<file path="src/rtl/pifo_deq_ctrl.sv">
// Enqueue/dequeue controller in front of pifo_reg: turns accepted upstream entries into inserts
// and pops the settled minimum-rank head into a one-entry output register.
module pifo_deq_ctrl #(
    parameter int unsigned L2_MAX_SIZE = 3,
    parameter int unsigned MAX_SIZE    = 2 ** L2_MAX_SIZE,
    parameter int unsigned RANK_WIDTH  = 8,
    parameter int unsigned META_WIDTH  = 8
) (
    input  logic                   clk,
    input  logic                   rst,
    input  logic                   enq_valid,
    output logic                   enq_ready,
    input  logic [RANK_WIDTH-1:0]  enq_rank,
    input  logic [META_WIDTH-1:0]  enq_meta,
    output logic                   pifo_insert,
    output logic                   pifo_remove,
    output logic [RANK_WIDTH-1:0]  pifo_rank_in,
    output logic [META_WIDTH-1:0]  pifo_meta_in,
    input  logic [RANK_WIDTH-1:0]  pifo_rank_out,
    input  logic [META_WIDTH-1:0]  pifo_meta_out,
    input  logic                   pifo_valid_out,
    output logic                   deq_valid,
    input  logic                   deq_ready,
    output logic [RANK_WIDTH-1:0]  deq_rank,
    output logic [META_WIDTH-1:0]  deq_meta,
    output logic [L2_MAX_SIZE:0]   occupancy,
    output logic                   err
);

    typedef enum logic [1:0] {StIdle, StSettle, StHead} state_e;

    localparam logic [L2_MAX_SIZE:0] Cap    = (L2_MAX_SIZE + 1)'(MAX_SIZE - 1);
    localparam logic [L2_MAX_SIZE:0] OccOne = (L2_MAX_SIZE + 1)'(1);

    state_e                 state_q;
    logic [1:0]             settle_q;
    logic [L2_MAX_SIZE:0]   occ_q;
    logic                   deq_valid_q;
    logic [RANK_WIDTH-1:0]  deq_rank_q;
    logic [META_WIDTH-1:0]  deq_meta_q;
    logic                   err_q;

    logic                   drain;
    logic                   pop;
    logic                   cmd;
    logic [1:0]             settle_now;
    logic [1:0]             settle_next;
    logic [L2_MAX_SIZE:0]   occ_next;

    assign drain       = (occ_q != '0) && (!deq_valid_q || deq_ready);
    assign pop         = !rst && (state_q == StHead) && drain && pifo_valid_out;
    // Dequeue wins over enqueue so the settle window can close while draining.
    assign enq_ready   = !rst && (occ_q < Cap) && !drain;
    assign pifo_insert = enq_valid && enq_ready;
    assign pifo_remove = pop;
    assign cmd         = pifo_insert || pifo_remove;

    assign pifo_rank_in = enq_rank;
    assign pifo_meta_in = enq_meta;
    assign deq_valid    = deq_valid_q;
    assign deq_rank     = deq_rank_q;
    assign deq_meta     = deq_meta_q;
    assign occupancy    = occ_q;
    assign err          = err_q;

    // The command cycle itself counts as the first of the two settle cycles.
    always_comb begin
        settle_now  = cmd ? 2'd2 : settle_q;
        settle_next = (settle_now == 2'd0) ? 2'd0 : settle_now - 2'd1;
        occ_next    = occ_q;
        if (pifo_insert) begin
            occ_next = occ_q + OccOne;
        end else if (pop) begin
            occ_next = occ_q - OccOne;
        end
    end

    always_ff @(posedge clk) begin
        if (rst) begin
            state_q     <= StIdle;
            settle_q    <= 2'd0;
            occ_q       <= '0;
            deq_valid_q <= 1'b0;
            deq_rank_q  <= '0;
            deq_meta_q  <= '0;
            err_q       <= 1'b0;
        end else begin
            settle_q <= settle_next;
            occ_q    <= occ_next;
            if (settle_next != 2'd0) begin
                state_q <= StSettle;
            end else if (occ_next != '0) begin
                state_q <= StHead;
            end else begin
                state_q <= StIdle;
            end
            if (pop) begin
                deq_valid_q <= 1'b1;
                deq_rank_q  <= pifo_rank_out;
                deq_meta_q  <= pifo_meta_out;
            end else if (deq_ready) begin
                deq_valid_q <= 1'b0;
            end
            if ((state_q == StHead) && drain && !pifo_valid_out) begin
                err_q <= 1'b1;
            end
        end
    end

endmodule

</file>
<file path="config.mk">
export PLATFORM = sky130hd
export DESIGN_NAME = pifo_deq_ctrl
export DESIGN_NICKNAME = d
export VERILOG_FILES = /design/src/rtl/pifo_deq_ctrl.sv
export SDC_FILE = /design/constraint.sdc
export NUM_CORES = 1
export LEC_CHECK = 0
export ABC_AREA = 1
export BUFFER_PORTS_ARGS = -buffer_cell sky130_fd_sc_hd__buf_2
export CORE_MARGIN = 4
export CORE_UTILIZATION = 44
export CTS_BUF_LIST = sky130_fd_sc_hd__clkbuf_2
export CTS_CLUSTER_DIAMETER = 100
export DETAILED_ROUTE_END_ITERATION = 8
export PLACE_DENSITY_LB_ADDON = 0.08
export SETUP_SLACK_MARGIN = 0.15
export SYNTH_ARGS = -nofsm -noshare
export SYNTH_HDL_FRONTEND = slang
export SYNTH_SLANG_ARGS = --single-unit
</file>
<file path="constraint.sdc">
create_clock -name clk -period 1.6 [get_ports clk]
set_input_delay 0 -clock clk [delete_from_list [all_inputs] [get_ports clk]]
set_output_delay 0 -clock clk [all_outputs]
set_load 0.02 [all_outputs]
</file>
# Yosys cells after proc, flatten, opt, wreduce, memory -nomap -nowiden

Cells that the tools add are included.

Register bits after elaboration: 26
Input port bits: 37
Output and inout bits: 41
Logic and storage cells: 42

$add $sub $neg: 3
Order comparisons: 1
Equality and inequality tests: 1
Muxes and demuxes: 8
Reductions and logical operators: 21

Operator list:

| operator            | count |
|---|---|
| $logic_and 1x1->1   | 9 |
| $mux 4              | 2 |
| $reduce_bool 4->1   | 2 |
| $mux 2              | 3 |
| $add 4x1->4 const B | 1 |
| $logic_not 1->1     | 4 |
| $lt 4x3->1 const B  | 1 |
| $reduce_bool 2->1   | 2 |
| $sub 4x1->4 const B | 1 |
| $mux 1              | 3 |
| $eq 2x2->1 const B  | 1 |
| $logic_not 2->1     | 1 |
| $logic_or 1x1->1    | 2 |
| $reduce_or 2->1     | 1 |
| $sub 2x1->2 const B | 1 |

# Depth between registers and ports, before layout

Gate-level depths: netlist of run 1.

Depth after elaboration: 12
Mapped depth: 11
Mapped depth without buffers: 11

# Least setup slack after synthesis of run 1

Ideal clock, no wire load.

Kind: reg-to-reg
Start: register occ_q[0], in the netlist occupancy[0]
End: register state_q[1]
Setup time: 0.112 ns
Data arrival time: 1.531 ns
Data required time: 1.488 ns
Slack: -0.043 ns
Stages on the path, launching flop included: 11
Buffers on the path: 0
Period minus slack after synthesis: 1.643 ns
Cell sequence: dfxtp_1 -> inv_1 -> ha_1 -> nand2_2 -> nand4_4 -> nand2_2 -> nand2_1 -> nand2_2 -> nand3_2 -> nor2_1 -> nor2_1

Cells in the longest elaborated chain, start to end: 11
Elaborated cells on any way between the ends: 22
Classes of those cells: add/sub (3); order compare (1); mux (5); reduce/logical (13)

RTL lines:

| what                                                                | RTL line | text |
|---|---|---|
| start, declared                                                     | 37       | `logic [L2_MAX_SIZE:0] occ_q;` |
| start signal, assigned                                              | 89       | `occ_q <= occ_next;` |
| parallel branches: the longest is 11 deep, another holds $lt 4x3->1 | --       |  |
| end signal, assigned                                                | 91       | `state_q <= StSettle;` |
| end signal, assigned                                                | 93       | `state_q <= StHead;` |
| end signal, assigned                                                | 95       | `state_q <= StIdle;` |
| end, declared                                                       | 35       | `state_e state_q;` |

Parallel ways; which one is timed is not known.
A chain may end at the register's enable or synchronous reset.

# Worst setup path after layout of run 1

Start: register occ_q[1], in the netlist occupancy[1]
End: register state_q[1]

The elaborated chain is that of the path after synthesis.

==> impl_metrics.tcl, run 1 <==
set metrics [dict create \
    outcome "finished clean" \
    drv_cap 0 \
    grt_use_total_pct 15.8 \
    overflow 0 \
    synth-edff-count 0 \
    synth_most_common_cell "nand2_1" \
    finalSetupViolCount 0 \
    clk_latency_ps 330 \
    clock_skew_ps 2.42 \
    path_clk_slew_ps 220 \
    row_count 19 \
    netlist_area_mm2 0.00130 \
    hp-start "enq_rank[4]" \
    synth_top_flop_cell "dfxtp_1" \
    ys_types 26 \
    grt_max_degree 16 \
    dp_hpwl_um 2140 \
    swShare_pct 28.1 \
    syn-num-nets 210 \
    rsz0062_at_grt "true" \
    drc 0 \
    avgSynthCellArea_um2 7.59 \
    rr_worst_depth 11 \
    die_y_um 62.3 \
    netlist.area_leader.share_pct 40.1 \
    cts_made_buffers 3 \
    synth_seq_area_share_pct 40.1 \
    r2r-end "state_q[1]" \
    synthTopCellsByCount "nand2_1, dfxtp_1, nand3_1, buf_4, inv_1" \
    synthCells 171 \
    ioPinCount 78 \
    ant_nets 0 \
    drive_gt1_share_pct 45.1 \
    crit_type "register to register" \
    initial_core_util_pct 46.6 \
    reg2reg_from "occupancy[1]" \
    wire_per_inst_um 12.1 \
    path_buf_inv 2 \
    core_mm2 0.00278 \
    vias 1244 \
    hold-path-endpoint "pifo_rank_in[4]" \
    slew_violations 0 \
    path_cells "inv_4 > ha_4 > nand2_4 > nand4_4 > buf_6 > nand2_4 > nand2_2 > nor2_4 > nand2_1 > nor2_1 > nor2_1" \
    worst-path-max-fanout 7 \
    holdWs_ps 0.00886 \
    cp_slowest_cell "dfxtp_4" \
    wirelength_um 3200 \
    gp_congestion 0.915 \
    min_period_ps 1500 \
    cts_tree "done" \
    final_core_util_pct 67.7 \
    max_slew_margin_pct 83.5 \
    die_w_um 62.3 \
    synth_top_cell_by_area "dfxtp_1" \
    grt_pass1_vias 1158 \
    clockPowerShare_pct 26.4 \
    worstPathArrival_ps 1770 \
    critPathRequiredTime_ps 1870 \
    nNetsFinal 273 \
    max_freq_mhz 665 \
    rrSetupSlack_ps 100 \
    portBuffers 45 \
    antenna_found_initial 0 \
    ys_seq_elements 26 \
    first_pass_iters 4 \
    synthTopCellsByArea "dfxtp_1, nand2_1, buf_4" \
    hold_viol 0 \
    worstMarginPinSlew_ps 247 \
    viasPerCell 4.71 \
    yosysWarnings 0 \
    hold_depth 0 \
    grt_pass1_wl_um 5310 \
    power_switching_mw 0.423 \
    synthArstFlopShare_pct 0 \
    antenna_cells 0 \
    powerDensity_mw_per_mm2 800 \
    htreeDepth 1 \
    fin_crit_sh_pct 94.0 \
    hp-class "input port to output pin" \
    vdd_drop_max_uv 642 \
    power_frac_seq_pct 46.8 \
    area_growth_pct 45.1 \
    timing.critical_path.to_type "register" \
    cp_top_family "simple AND/OR/NAND/NOR gates" \
    critPathLaunch "occupancy[1]" \
    combinationalPowerShare_pct 26.8 \
    drt_iter0_drc 44 \
    intPower_mw 1.08 \
    cts_root_buffer "clkbuf_2" \
    clock_path_buffers 2 \
    clock-sinks 26 \
    critPathLaunchType "register" \
    power.leakage_nw 1.00 \
    cpPeakStageDelay_ps 450 \
    die_area_mm2 0.00388 \
]
## repair_timing
| action | in CTS | in global routing |
|---|---|---|
| resized for setup | 23 | 17 |
| endpoints found under the hold margin | 22 | 0 |
| pin swaps | 4 | 12 |
| setup buffers | 10 | 3 |
| hold buffers | 18 | 0 |
| setup endpoints to repair | 21 | 10 |
## routing by layer
layer | share of wire, % | track usage (%) | routed length, um
met5 | 0 | 0 | 0
met4 | 2.4 | 4.77 | 78
met3 | 7.1 | 4.68 | 226
met2 | 50 | 26.9 | 1590
met1 | 41 | 19.1 | 1310
## metrics by stage
step                      setup TNS, ps  setup WS, ps  power [mW]  area [um^2]  instances
after floorplan                       0           147       0.973         1310        171
after global placement                0           123       0.994         1430        229
after detailed placement              0          45.1       0.999         1430        229
after CTS                             0           122        1.50         1800        261
after global routing              -11.0         -11.0        1.59         1880        264
final                                 0          95.4        1.51         1880        264
## logic make-up (layout without fill, tap and decap cells)
| family | Yosys count | in the layout | synth area share (%) |
|---|---|---|---|
| adder cells (fa/ha/maj) | 2 | 2 | 1.93 |
| AO/OA/AOI/OAI | 5 | 5 | 2.02 |
| buffers and inverters | 38 | 100 | 17.7 |
| AND/OR/NAND/NOR | 97 | 97 | 36.2 |
| flip-flops | 26 | 26 | 40.1 |
| XOR/XNOR | 3 | 3 | 2.03 |
## placed cells by master, fill, tap and decap left out, drive strengths merged
master,count
nor2,14
dlygate4sd3,18
dfxtp,26
nand4,2
a21oi,3
inv,15
nand3,23
clkbuf,3
ha,2
nor3b,1
xor2,2
a31oi,1
clkinv,1
xnor2,1
buf,62
o21ai,1
bufinv,1
nand2,57
## flip-flops by register name, summed over array words and instances (netlist names)
name	count
err	1
state_q	2
settle_q	2
deq_meta	8
deq_rank	8
deq_valid	1
occupancy	4
## worst max path at each step
stage	endpoint	slack (ps)	cells past startpoint
2_1_floorplan	state_q[1]	150	11
3_3_place_gp	state_q[1]	120	11
3_5_place_dp	state_q[1]	50	11
4_1_cts	pifo_insert	120	7
5_1_grt	state_q[1]	-10	11
6_report	state_q[1]	100	11
## power groups by stage
stage / Sequential, mW / Combinational (mW) / Clock, mW
6_report: 0.705 / 0.403 / 0.397
5_1_grt: 0.710 / 0.444 / 0.432
4_1_cts: 0.702 / 0.380 / 0.415
3_5_place_dp: 0.714 / 0.285 / 0
3_3_place_gp: 0.714 / 0.281 / 0
2_1_floorplan: 0.737 / 0.236 / 0
## final cells by class
class                           count  area (um^2)
Clock inverter                      1         30.0
Clock buffer                        3         15.0
Fill cell                         238          898
Tap cell                           31         38.8
Sequential cell                    26          533
Inverter                           16         70.1
Timing Repair Buffer               80          561
Multi-Input combinational cell    107          636
No activity file was read; power rests on OpenSTA's default activity.
==> run 2, diff against run 1 <==
==> constraint.sdc (replaced) <==
create_clock -name clk -period 1.6 [get_ports clk]
set_input_delay 0.32 -clock clk [delete_from_list [all_inputs] [get_ports clk]]
set_output_delay 0.32 -clock clk [all_outputs]
set_load 0.02 [all_outputs]
==> run 2 against run 1 <==
Effect of this change: the flow now finishes with violations (negative setup slack); utilization shrank 8.2 points; total power fell by 1.6%; cell area is 12% lower; clock skew rose by 13 ps; routed wire length down 6.8%; maximum frequency down 11%; via count fell by 5.9%; worst hold slack improved by 130 ps; sequential power is essentially flat; cell count down 8.0%; clock power increased by 4%; non-clock buffer count decreased by 21; largest power group unchanged.
==> impl_metrics.tcl, run 2 (same netlist as run 1, synthesis figures left out) <==
set metrics [dict create \
    finalSetupViolCount 3 \
    worst-path-max-fanout 4 \
    grt_pass1_wl_um 5060 \
    clock_path_buffers 2 \
    outcome "finished with violations" \
    fin_crit_sh_pct 106 \
    antenna_cells 0 \
    critPathLaunchType "register" \
    area_growth_pct 27.6 \
    max_slew_margin_pct 82.9 \
    power.total_mw 1.48 \
    layout_commonest_cell "nand2_1" \
    worst_slack_ps -96.1 \
    htreeDepth 1 \
    ioPinCount 78 \
    viasPerCell 4.82 \
    antenna_found_initial 0 \
    die_y_um 62.3 \
    powerDensity_mw_per_mm2 895 \
    nNetsFinal 252 \
    min_period_ps 1700 \
    drc 0 \
    clk_latency_ps 350 \
    setup-tns-final_ps -238 \
    rrSetupSlack_ps 0 \
    crit_type "register to output pin" \
    power.leakage_nw 0.903 \
    clock-sinks 26 \
    violations "negative setup slack" \
    die_w_um 62.3 \
    wire_per_inst_um 12.3 \
    hp-class "input port to register" \
    clock_skew_ps 15.7 \
    cts_made_buffers 3 \
    first_pass_iters 4 \
    finalNonFillerCells 243 \
    final_area_mm2 0.00166 \
    cts_tree "done" \
    timing.critical_path.to_type "output pin" \
    vdd_drop_max_uv 569 \
    die_area_mm2 0.00388 \
    placed_area_mm2 0.00145 \
    drt_iter0_drc 45 \
    vias 1171 \
    max_freq_mhz 590 \
    ant_nets 0 \
    critPathRequiredTime_ps 1280 \
    worstMarginPinSlew_ps 257 \
    cts_root_buffer "clkbuf_2" \
    worstPathArrival_ps 1380 \
    grt_use_total_pct 15.5 \
    row_count 19 \
    drv_cap 0 \
    path_clk_slew_ps 260 \
    overflow 0 \
    layout_common_cells "nand2_1, buf_2, dfxtp_1" \
    portBuffers 45 \
    slew_violations 0 \
    grt_max_degree 19 \
    hold_buffers 0 \
    wirelength_um 2990 \
    drive_gt1_share_pct 45.3 \
    hold_viol 0 \
    initial_core_util_pct 46.6 \
    gp_congestion 0.810 \
    grt_pass1_vias 1144 \
    dp_hpwl_um 2150 \
    rsz0062_at_grt "true" \
    core_mm2 0.00278 \
    place_inst 231 \
]
run 2: cell types whose count changed in the layout (fill, tap and decap cells not counted), moves of 2 or more:
cell	change
nand2_4	-2
dlygate4sd3_1	-18
inv_2	+2
nand2_2	-5
nand2_1	+7
run 2: per-stage QoR:
| stage | hold WS, ps | util [%] | worst slack (ps) |
|---|---|---|---|
| global route | 86.3 | 59.5 | -178 |
| detailed placement | 421 | 52.1 | 87.2 |
| CTS | 110 | 58.4 | -123 |
| global placement | 438 | 52.1 | 129 |
| floorplan | 404 | - | 155 |
| finish | 133 | 59.5 | -96.1 |
run 2: where the power goes:
group          switching, mW  total [mW]  internal (mW)
sequential            0.0237       0.703          0.679
combinational          0.208       0.365          0.157
clock                  0.199       0.414          0.215
total                  0.431        1.48           1.05
run 2: timing repair:
item / 4_1_cts / 5_1_grt
gates resized for setup: 21 / 9
setup buffers: 8 / 0
pin swaps: 2 / 5
endpoints found under the setup margin: 10 / 11
run 2: critical path, stage by stage (launching register included):
cell     delay (ps)
dfxtp_4         440
inv_4            40
ha_4            170
nand2_4          80
nand4_4         100
inv_4            90
buf_6           110
run 2: worst paths after layout:
kind / end / from / cells past startpoint
max: pifo_remove / occupancy[0] / 6
min: deq_meta[5] / pifo_meta_out[5] / 3
max reg2reg: state_q[1] / occupancy[0] / 11
min reg2reg: settle_q[0] / settle_q[0] / 1
run 2: final cells by class:
type,instances,area [um^2]
inverters,16,67.6
flip-flops and latches,26,536
repair buffers,59,349
well taps,31,38.8
clock buffers,3,15.0
multi-input cells,107,619
clock inverters,1,30.0
fillers,267,1130
run 2: metal layers:
metal	vias to the layer above	global-route usage [%]	share of wire [%]
li1	597	-	-
met1	519	18.4	40
met4	0	6.90	3.2
met3	20	3.24	7.0
met5	-	0	0
met2	35	26.6	49
==> run 3, diff against run 2 <==
Settings changed: CORE_UTILIZATION 44 to 45.
Clock period 1.6 ns to 2 ns, I/O delays scaled along.
==> run 3 against run 2 <==
Effect of this change: utilization shrank 1.6 points; cell count is 1.2% lower; largest cell class unchanged; critical endpoint is now pifo_insert; the flow now finishes without violations; combinational power shrank 27%; sequential share of layout area increased by 0.85 points; worst hold slack improved by 92 ps; cell area shrank 3.5%; total power down 22%; critical path depth grew 1; worst setup slack improved by 310 ps; global-route usage decreased by 0.75 points; non-clock buffer count shrank 3.
==> impl_metrics.tcl, run 3 (same netlist as run 1, synthesis figures left out) <==
set metrics [dict create \
    max_slew_margin_pct 83.7 \
    hp-start "pifo_rank_out[7]" \
    antenna_found_initial 0 \
    worstPathArrival_ps 1380 \
    slew_violations 0 \
    cp_slowest_cell "dfxtp_4" \
    fin_crit_sh_pct 89.1 \
    drv_cap 0 \
    htreeDepth 1 \
    antenna_cells 0 \
    reg2reg_from "occupancy[0]" \
    worst-path-max-fanout 4 \
    fillers 277 \
    crit_type "register to output pin" \
    path_buf_inv 3 \
    drc 0 \
    timing.critical_path.to_type "output pin" \
    placed_area_mm2 0.00143 \
    cts_root_buffer "clkbuf_2" \
    combinationalPowerShare_pct 23.1 \
    dp_hpwl_um 2190 \
    die_area_mm2 0.00381 \
    ioPinCount 78 \
    route.met3.wl_um 217 \
    top_layer_used "met4" \
    clock-sinks 26 \
    hold_viol 0 \
    area_growth_pct 23.1 \
    clock_skew_ps 8.66 \
    wl_met1_um 1200 \
    path_cells "inv_4 > ha_4 > nand2_4 > nand2_4 > nand3_4 > inv_4 > buf_6" \
    initial_core_util_pct 47.1 \
    clk_latency_ps 340 \
    worstMarginPinSlew_ps 244 \
    clockPowerShare_pct 28.2 \
    grt_pass1_wl_um 4240 \
    cp_top_family "flip-flops" \
    wirelength_um 2850 \
    layout_common_cells "nand2_1, buf_2, dfxtp_1" \
    first_pass_iters 4 \
    power.total_mw 1.16 \
    outcome "finished clean" \
    critPathLaunch "occupancy[0]" \
    finalSetupViolCount 0 \
    layout_commonest_cell "nand2_1" \
    max_freq_mhz 561 \
    ant_nets 0 \
    grt_pass1_vias 1013 \
    overflow 0 \
    cpPeakStageDelay_ps 420 \
    grt_use_total_pct 14.7 \
    hp-class "input port to register" \
    final_core_util_pct 57.9 \
    cts_made_buffers 3 \
    min_period_ps 1780 \
    gp_congestion 0.779 \
    wire_per_inst_um 11.9 \
    power.leakage_nw 0.882 \
    hold_buffers 0 \
    vdd_drop_max_uv 469 \
    swShare_pct 28.3 \
    core_mm2 0.00276 \
    cts_tree "done" \
    power_frac_seq_pct 48.8 \
    power_switching_mw 0.327 \
    wl_met2_um 1380 \
    die_y_um 61.7 \
    viasPerCell 4.66 \
    die_w_um 61.7 \
    drive_gt1_share_pct 42.6 \
    rsz0062_at_grt "true" \
    holdWs_ps 225 \
    grt_max_degree 17 \
    critPathLaunchType "register" \
    nNetsFinal 249 \
    row_count 19 \
    critPathRequiredTime_ps 1600 \
    portBuffers 45 \
    vias 1118 \
    final_area_mm2 0.00160 \
    powerDensity_mw_per_mm2 724 \
    setup-tns-final_ps 0 \
    clock_path_buffers 2 \
    path_clk_slew_ps 240 \
    drt_iter0_drc 47 \
    intPower_mw 0.829 \
]
[run 3: what timing repair did]
action,4_1_cts,5_1_grt
endpoints found under the setup margin,3,3
gates resized for setup,11,15
hold endpoints to repair,0,0
setup buffers,4,2
cloned,0,0
pin swaps,2,2
[run 3: final timing paths]
check / end / slack (ps) / depth (start not counted)
min reg2reg: settle_q[0] / 460 / 1
max: pifo_insert / 220 / 7
min: deq_rank[7] / 230 / 3
max reg2reg: state_q[1] / 350 / 12
[run 3: metal layers]
| metal | track usage, % | vias up |
|---|---|---|
| li1 | - | 588 |
| met1 | 17.4 | 479 |
| met2 | 25.0 | 37 |
| met3 | 3.31 | 14 |
| met4 | 7.58 | 0 |
| met5 | 0 | - |
[run 3: power by group through the flow]
stage                     Sequential (mW)  Clock (mW)  Combinational, mW
after floorplan                     0.589           0              0.188
after global placement              0.569           0              0.225
after detailed placement            0.570           0              0.226
after CTS                           0.560       0.337              0.252
after global routing                0.568       0.356              0.295
final                               0.564       0.326              0.267
[run 3: area by class of cell]
cell class	count	area, um^2	share of cell area (%)
Clock inverter	1	30.0	1.88
Clock buffer	3	15.0	0.940
Timing Repair Buffer	56	320	20.0
Multi-Input combinational cell	107	593	37.1
Sequential cell	26	531	33.2
Tap cell	31	38.8	2.43
Inverter	16	70.1	4.39
[run 3: stage by stage]
stage,setup WS (ps),instances
5_1_grt,120,240
4_1_cts,161,238
6_report,219,240
3_5_place_dp,181,230
3_3_place_gp,263,230
2_1_floorplan,163,171
[run 3: worst reg2reg max path, stage by stage (launching register included)]
cell     delay [ps]
dfxtp_4         440
inv_4            50
ha_4            170
nand2_4          90
nand4_4         100
buf_4           210
buf_4           170
nand2_1          50
nand3_1          70
nand2_1          80
nand2_1          50
nor2_1           80
nor2_1           50
